File: src/rtl/instruction_memory.sv
// Read-only instruction store with a one-cycle registered fetch port.
// Byte addresses are word-aligned by dropping the two low bits.
module instruction_memory #(
    parameter int DATA_WIDTH = 32,
    parameter int MEM_DEPTH  = 64
) (
    input  logic                  clk,
    input  logic                  reset,
    input  logic [DATA_WIDTH-1:0] i_Address,
    output logic [DATA_WIDTH-1:0] o_Instruction
);

    localparam int IDX_W     = DATA_WIDTH - 2;
    localparam int ADDR_BITS = (MEM_DEPTH > 1) ? $clog2(MEM_DEPTH) : 1;

    // Boot program; every other location reads as zero.
    function automatic logic [DATA_WIDTH-1:0] init_word(input int idx);
        logic [DATA_WIDTH-1:0] word;
        case (idx)
            0:       word = DATA_WIDTH'(32'hE3A00014);  // MOV R0,#20
            1:       word = DATA_WIDTH'(32'hE3A01005);  // MOV R1,#5
            2:       word = DATA_WIDTH'(32'hE0802001);  // ADD R2,R0,R1
            3:       word = DATA_WIDTH'(32'hE0403001);  // SUB R3,R0,R1
            4:       word = DATA_WIDTH'(32'hEAFFFFFE);  // B .
            default: word = '0;
        endcase
        return word;
    endfunction

    logic [DATA_WIDTH-1:0] rom [MEM_DEPTH];

    for (genvar gi = 0; gi < MEM_DEPTH; gi++) begin : g_rom
        assign rom[gi] = init_word(gi);
    end

    logic [IDX_W-1:0]      word_index;
    logic [ADDR_BITS-1:0]  rom_addr;
    logic                  in_range;
    logic                  unused_low_bits;
    logic [DATA_WIDTH-1:0] instr_reg;
    logic [DATA_WIDTH-1:0] instr_next;

    assign word_index      = i_Address[DATA_WIDTH-1:2];
    assign unused_low_bits = ^i_Address[1:0];
    assign rom_addr        = word_index[ADDR_BITS-1:0];
    // Compare the full index so out-of-range addresses never alias onto low words.
    assign in_range        = (word_index < IDX_W'(MEM_DEPTH));

    always_comb begin
        instr_next = '0;
        if (in_range) begin
            instr_next = rom[rom_addr];
        end
    end

    always_ff @(posedge clk or negedge reset) begin
        if (!reset) begin
            instr_reg <= '0;
        end else begin
            instr_reg <= instr_next;
        end
    end

    assign o_Instruction = instr_reg;

endmodule

File: config.mk
export PLATFORM = sky130hd
export DESIGN_NAME = instruction_memory
export DESIGN_NICKNAME = d
export VERILOG_FILES = /design/src/rtl/instruction_memory.sv
export SDC_FILE = /design/constraint.sdc
export NUM_CORES = 1
export LEC_CHECK = 0
export ABC_AREA = 1
export CORE_ASPECT_RATIO = 1.4
export CORE_MARGIN = 10
export CORE_UTILIZATION = 31
export DETAILED_ROUTE_END_ITERATION = 16
export PLACE_DENSITY_LB_ADDON = 0.2
export REMOVE_ABC_BUFFERS = 1
export SYNTH_ARGS = -nofsm -noshare
export SYNTH_HDL_FRONTEND = slang
export SYNTH_SLANG_ARGS = --single-unit
export TNS_END_PERCENT = 1
File: constraint.sdc
create_clock -name clk -period 2.5 [get_ports clk]
set_clock_uncertainty 0.15 [all_clocks]
set_input_delay 0.25 -clock clk [delete_from_list [all_inputs] [get_ports clk]]
set_output_delay 0.25 -clock clk [all_outputs]
set_load 0.005 [all_outputs]
Word-level counts from Yosys, hierarchy flattened
Memories as Yosys holds them, arrays and structs flattened.
Cells that the tools add are included.
W data, S select, Z words.
Cells by class
  add/sub/neg operators: 0
  div/mod/pow operators: 0
  magnitude comparators: 2
  multiplexer cells: 3
  multiply operators: 0
  shift operators: 0
  equal/unequal tests: 0
  reductions and logical operators: 0
  bitwise logic cells: 1
Operators by type and width (count)
  $mux W32: 3
  $lt A30 B7 Y1 const B: 1
  $ge A7 B7 Y1 const B: 1
  $not A6 Y7: 1
Word-level totals
  bits in registers: 32
  latch bits: 0
  memories kept: 1
  memory bits (writable): 0
  output and inout port bits: 32
  bits in read-only memories: 2048
  input bits: 34
  logic and storage cells: 8
Memory list
  (name not given): words 64, bits a word 32, read ports 1, clocked after memory_dff 0, wr ports 0, line 52  | instr_next = rom[rom_addr];

Logic depth before layout (Yosys ltp)
Gate-level depths: netlist (run 1).
  word-level depth: 5
  depth in mapped cells: 5
  gate-level depth less buffers: 5

Worst setup path after synthesis (run 1)
No wires, ideal clock.
  kind: reg2out
  from: register o_Instruction[27] (netlist name)
  to: output o_Instruction[10]
  path slack: 1.357 ns
  cell stages (with the launch flop): 2
  arrival: 0.743 ns
  required time: 2.100 ns
  buffers on the path: 1
  path through: dfrtp_1 buf_4
RTL lines
  end: declaration: line 10  | output logic [DATA_WIDTH-1:0] o_Instruction

==> results.md, run 1 <==
- Port Buffers: 61
- Setup violations, final: 0
- Post-CTS Setup Repair Bufs: 0
- Number of fill cells in the layout: approximately 180
- GR Overflow Total: 0
- Vias per inst: 4.11
- Initial antenna violation count: 0
- Core ar.: 2020 µm²
- WS Path Type: flop to output port
- Hold Vio Cnt, Final: 0
- 1st-pass router iterations: 4
- CTS tree: yes
- Final instance area: approximately 1200 µm²
- Row cnt: 19
- Detailed Route Iter0 Violations: 9
- Final worst path period share: 0.744
- Longest Clk Path Bufs: 2
- Layout cells sized above 1: 0.100
- Synth cell types: 15
- # clock sinks: 10
- Worst setup SP type: flop
- Crit path max fanout: 17
- DR WL/cell: 12.5 µm
- CP delay by family, top: buffers and inverters
- Vias: 621
- Synth warn: 0
- Cts bufs inserted: 3
- Global-route wire length before repair: 3.00 mm
- Area of the multi-input gates: 233 µm²
- Crit path DAT: 1460 ps
- Final WL: around 1.9 mm
- Mapped Area: 674 µm²
- Register area: 250 µm²
- DP Wirelength: 1.79 mm
- Fin Setup TNS: 0 ps
- Starting Density: 0.334
- Clock slew at reported path FFs: 60 ps
- Seq cells post-synth: 10
- H-tree levels: 1
- Leading area contributor after synthesis: dfrtp_1
- DRC viols: 0
- Crit. path cell count: 1
- Antenna Cells: 0
- Max Transition Viols Final: 0
- Final net count: 165
- Post-synthesis sequential area ratio: 0.371
- Status: finished, final reports clean
- Critical path buffers and inverters: 1
- Die area: between 4000 and 5000 µm²
- Vias in the first global route: 628
- Worst Path Required: around 2100 ps
- Syn Area/Cell: around 8 µm²
- Die width: 59.4 µm
- Max Cap Viol: 0
- Critical path's slowest cell: clkdlybuf4s50_1
- CP peak stage delay: 610 ps
- Remaining antenna violation count: 0
- Tot GR Track Use: 0.0867
- Hold_buf cts: 0
- Crit-path cells: clkdlybuf4s50_1
- Fin crit period: 1860 ps
- Synth top area cells: dfrtp_1 (37%), buf_4 (24%), nor2_1 (14%), nor2_4 (6.7%), nand2_1 (4.5%)
- Leak: about 0.51 nW
- Die height: between 70 and 80 µm
- Max reg flops: 10
- VDD IR max: 0.200 mV
- Post-CTS Resized: 0
- RSZ-0062 raised after global routing: false
- Root Buffer: clkbuf_4
- Placer Congestion: 0.836
- Io pins: 66
- Peak Freq: ~540 MHz
- Power Density: 313 nW/µm²
- Hold Path Class: input port to async pin
- Setup crit end kind: output port
- Largest net degree at the start of global routing: 18
- Post-synth top area share: 0.371
- Synth-to-layout area growth: 75.9%
- Dpl cell area: 1150 µm²
- Cells after Synth: 86
- Final hold slack: 135 ps
cells in the mapped netlist (all sizes together):
library cell / number
nand3: 2
nand2: 9
dfrtp: 10
nand4: 2
nor2: 30
conb: 1
a21oi: 2
inv: 8
buf: 22
layer usage:
layer | vias to the layer above | share of wire | track usage
met2 | 30 | 0.59 | 0.170
met4 | 0 | 0 | 0.0460
met1 | 268 | 0.28 | 0.0629
met5 | - | 0 | 0
met3 | 0 | 0.12 | 0.0455
li1 | 323 | - | -
power breakdown:
| group | total, W | leakage [nW] | internal [W] | switching, W |
|---|---|---|---|---|
| logic | 0.0000705 | 0.348 | 0.0000483 | 0.0000223 |
| registers | 0.000162 | 0.140 | 0.000162 | 0.000000000000660 |
| clock network | 0.000139 | 0.0210 | 0.0000882 | 0.0000511 |
area by class of cell:
class / instances / share of cell area
Clock buffer: 4 / 0.0306
Inverter: 8 / 0.0253
Multi-Input combinational cell: 47 / 0.196
Sequential cell: 10 / 0.211
Tap cell: 21 / 0.0222
Timing Repair Buffer: 61 / 0.515
per-stage QoR:
stage	setup slack [ps]	total power (W)	cells	util
after detailed placement	891	0.000236	147	0.569
final	641	0.000372	151	0.587
after floorplan	1310	0.000181	65	-
after global routing	517	0.000399	151	0.587
after CTS	613	0.000379	151	0.587
after global placement	946	0.000235	147	0.569
layout by cell type, fill, tap and decap left out, drive strengths merged:
master / n
inv: 8
clkbuf: 4
nand3: 2
nand4: 2
nor2: 30
dfrtp: 10
conb: 2
clkdlybuf4s50: 61
a21oi: 2
nand2: 9
worst max-delay path by stage:
stage                      start                end
2_1_floorplan  o_Instruction[27]  o_Instruction[10]
3_3_place_gp   o_Instruction[27]  o_Instruction[11]
3_5_place_dp   o_Instruction[27]  o_Instruction[16]
4_1_cts        o_Instruction[27]  o_Instruction[16]
5_1_grt        o_Instruction[27]   o_Instruction[9]
6_report       o_Instruction[27]   o_Instruction[9]
cells by family (layout without fill, tap and decap cells):
group / count (synthesis) / after routing / share of synthesized area
and+or+nand+nor: 43 / 43 / 0.319
other: 1 / 2 / 0.00556
buffers and inverters: 30 / 73 / 0.289
AOI/OAI and AO/OA: 2 / 2 / 0.0148
DFF: 10 / 10 / 0.371
Power figures use the tool's default switching activity.
==> inputs of run 2 (changes only) <==
- CORE_UTILIZATION: 31 -> 29
- clock period: 2.5 -> 1.8 ns (I/O delays scaled with it)
==> run 2 against run 1 <==
  * Power grew 25%
  * Cell area fell by 0.95%
  * Critical path depth unchanged
  * Largest cell class unchanged
==> results.md, run 2 (synthesized netlist as in run 1, its figures left out) <==
- Setup WS post-layout: 153 ps (was 641 ps)
- Row cnt: 20 (was 19)
- WS Path Type: flop to output port (unchanged)
- DP Wirelength: 1.84 mm (was 1.79 mm)
- Synth-to-layout area growth: 74.2% (was 75.9%)
- Post-CTS Setup Repair Bufs: 0 (unchanged)
- Cts bufs inserted: 3 (unchanged)
- Max Cap Viol: 0 (unchanged)
- Switch Pwr: 0.0000974 W (was 0.0000734 W)
- Final net count: 165 (unchanged)
- Clock slew at reported path FFs: 60 ps (about the same)
- CP delay by family, top: buffers and inverters (unchanged)
- Critical path buffers and inverters: 1 (unchanged)
- Setup crit end kind: output port (unchanged)
- Logic pwr share: 0.212 (was 0.190)
- Longest Clk Path Bufs: 2 (unchanged)
- Crit path DAT: 1320 ps (was 1460 ps)
- Tot GR Track Use: 0.0858 (was 0.0867)
- Core ar.: 2200 µm² (was 2020 µm²)
- Die area: 4680 µm² (was 4470 µm²)
- Detailed Route Iter0 Violations: 10 (was 9)
- Fin crit period: approximately 1600 ps
- Remaining antenna violation count: 0 (unchanged)
- Die width: 60.8 µm (was 59.4 µm)
- Largest net degree at the start of global routing: 18 (unchanged)
- Vias: 609 (was 621)
- Root Buffer: clkbuf_4 (unchanged)
- Commonest non-fill, non-tap cell in the layout: clkdlybuf4s50_1 (unchanged)
- Vias in the first global route: 660 (was 628)
- Setup violations, final: 0 (unchanged)
- Leak: 0.500 nW (was 0.509 nW)
- Worst setup SP type: flop (unchanged)
- Setup WS pre-CTS: 279 ps (was 891 ps)
- Vias per inst: 4.03 (was 4.11)
- Initial antenna violation count: 0 (unchanged)
- Port Buffers: 61 (unchanged)
- Hold Vio Cnt, Final: 0 (unchanged)
- Starting Density: 0.306 (was 0.334)
- Layout cells sized above 1: 0.101 (was 0.100)
- Clock power frac: 0.306 (was 0.375)
- Placer Congestion: 0.811 (was 0.836)
- Critical path's slowest cell: clkdlybuf4s50_1 (unchanged)
- H-tree levels: 1 (unchanged)
- Final worst path period share: 0.915
- Global-route wire length before repair: 3.11 mm (was 3.00 mm)
- GR Overflow Total: 0 (unchanged)
- DR WL/cell: 13.0 µm (was 12.5 µm)
- Die height: 77.1 µm (was 75.2 µm)
- Most frequent cells in the layout: clkdlybuf4s50_1 (61), nor2_1 (25), dfrtp_1 (9) (was clkdlybuf4s50_1 (61), nor2_1 (25), dfrtp_1 (10))
- CTS tree: yes (unchanged)
- 1st-pass router iterations: 4 (unchanged)
- DRC viols: 0 (unchanged)
- Max reg flops: 10 (unchanged)
- VDD IR max: 0.171 mV (was 0.200 mV)
- CP peak stage delay: 570 ps (was 610 ps)
- Final WL: 1.96 mm (was 1.88 mm)
- Power Density: 397 nW/µm² (was 313 nW/µm²)
- # clock sinks: 10 (unchanged)
- Worst Path Required: 1470 ps (was 2100 ps)
- Antenna Cells: 0 (unchanged)
- Crit path max fanout: 17 (unchanged)
- Crit-path cells: clkdlybuf4s50_1 (unchanged)
- Status: finished, final reports clean (unchanged)
- Sequential share of power: 0.482 (was 0.435)
- Max Transition Viols Final: 0 (unchanged)
- Fin Setup TNS: 0 ps (unchanged)
- Hold Path Class: input port to async pin (unchanged)
- Io pins: 66 (unchanged)
- Switching Share: 0.209 (was 0.198)
- Internal Power: 0.000368 W (was 0.000298 W)
- Peak Freq: slightly above 600 MHz
- RSZ-0062 raised after global routing: false (unchanged)
[run 2: changes by cell type in the layout (fill, tap and decap cells not counted)]
cell,change
clkbuf_8,-1
dfrtp_1,-1
dfrtp_2,+1
[run 2: metal layers]
layer  track usage  vias up  share of wire
met5             0        -              0
met4        0.0463        0              0
met3        0.0313        0           0.10
met2         0.166       27           0.62
met1        0.0664      262           0.28
li1              -      320              -
[run 2: stage by stage]
step	std cells	power [W]	util	cell area (µm²)	hold WS, ps
finish	151	0.000466	0.534	1170	76.8
global placement	148	0.000326	0.523	1150	350
detailed placement	148	0.000328	0.523	1150	368
floorplan	65	0.000251	-	513	-266
global route	151	0.000496	0.534	1170	103
CTS	151	0.000475	0.534	1170	88.0
[run 2: worst paths after layout]
kind,from,to,slack (ps),cells after the start
setup / recovery,o_Instruction[27],o_Instruction[27],150,1
min in group clk,i_Address[4],o_Instruction[27],430,3
max in group asynchronous,reset,o_Instruction[27],1110,1
hold / removal,reset,o_Instruction[30],80,1
[run 2: power by group through the flow]
stage	Clock, W	Combinational (W)	Sequential [W]
final	0.000142	0.0000986	0.000225
after global routing	0.000165	0.000107	0.000224
after CTS	0.000150	0.0000997	0.000225
after detailed placement	0	0.0000995	0.000229
after global placement	0	0.0000973	0.000229
after floorplan	0	0.0000225	0.000229
[run 2: cell type report]
| type | count | area [µm²] |
|---|---|---|
| fillers | 218 | 1030 |
| repair buffers | 61 | 611 |
| flip-flops and latches | 10 | 251 |
| multi-input cells | 47 | 233 |
| inverters | 8 | 30.0 |
| well taps | 22 | 27.5 |
| clock buffers | 3 | 22.5 |
[run 2: repair_timing]
action                     in CTS  in global routing
hold buffers                    0                  0
setup endpoints to repair       6                  0
gates resized for setup         1                  0
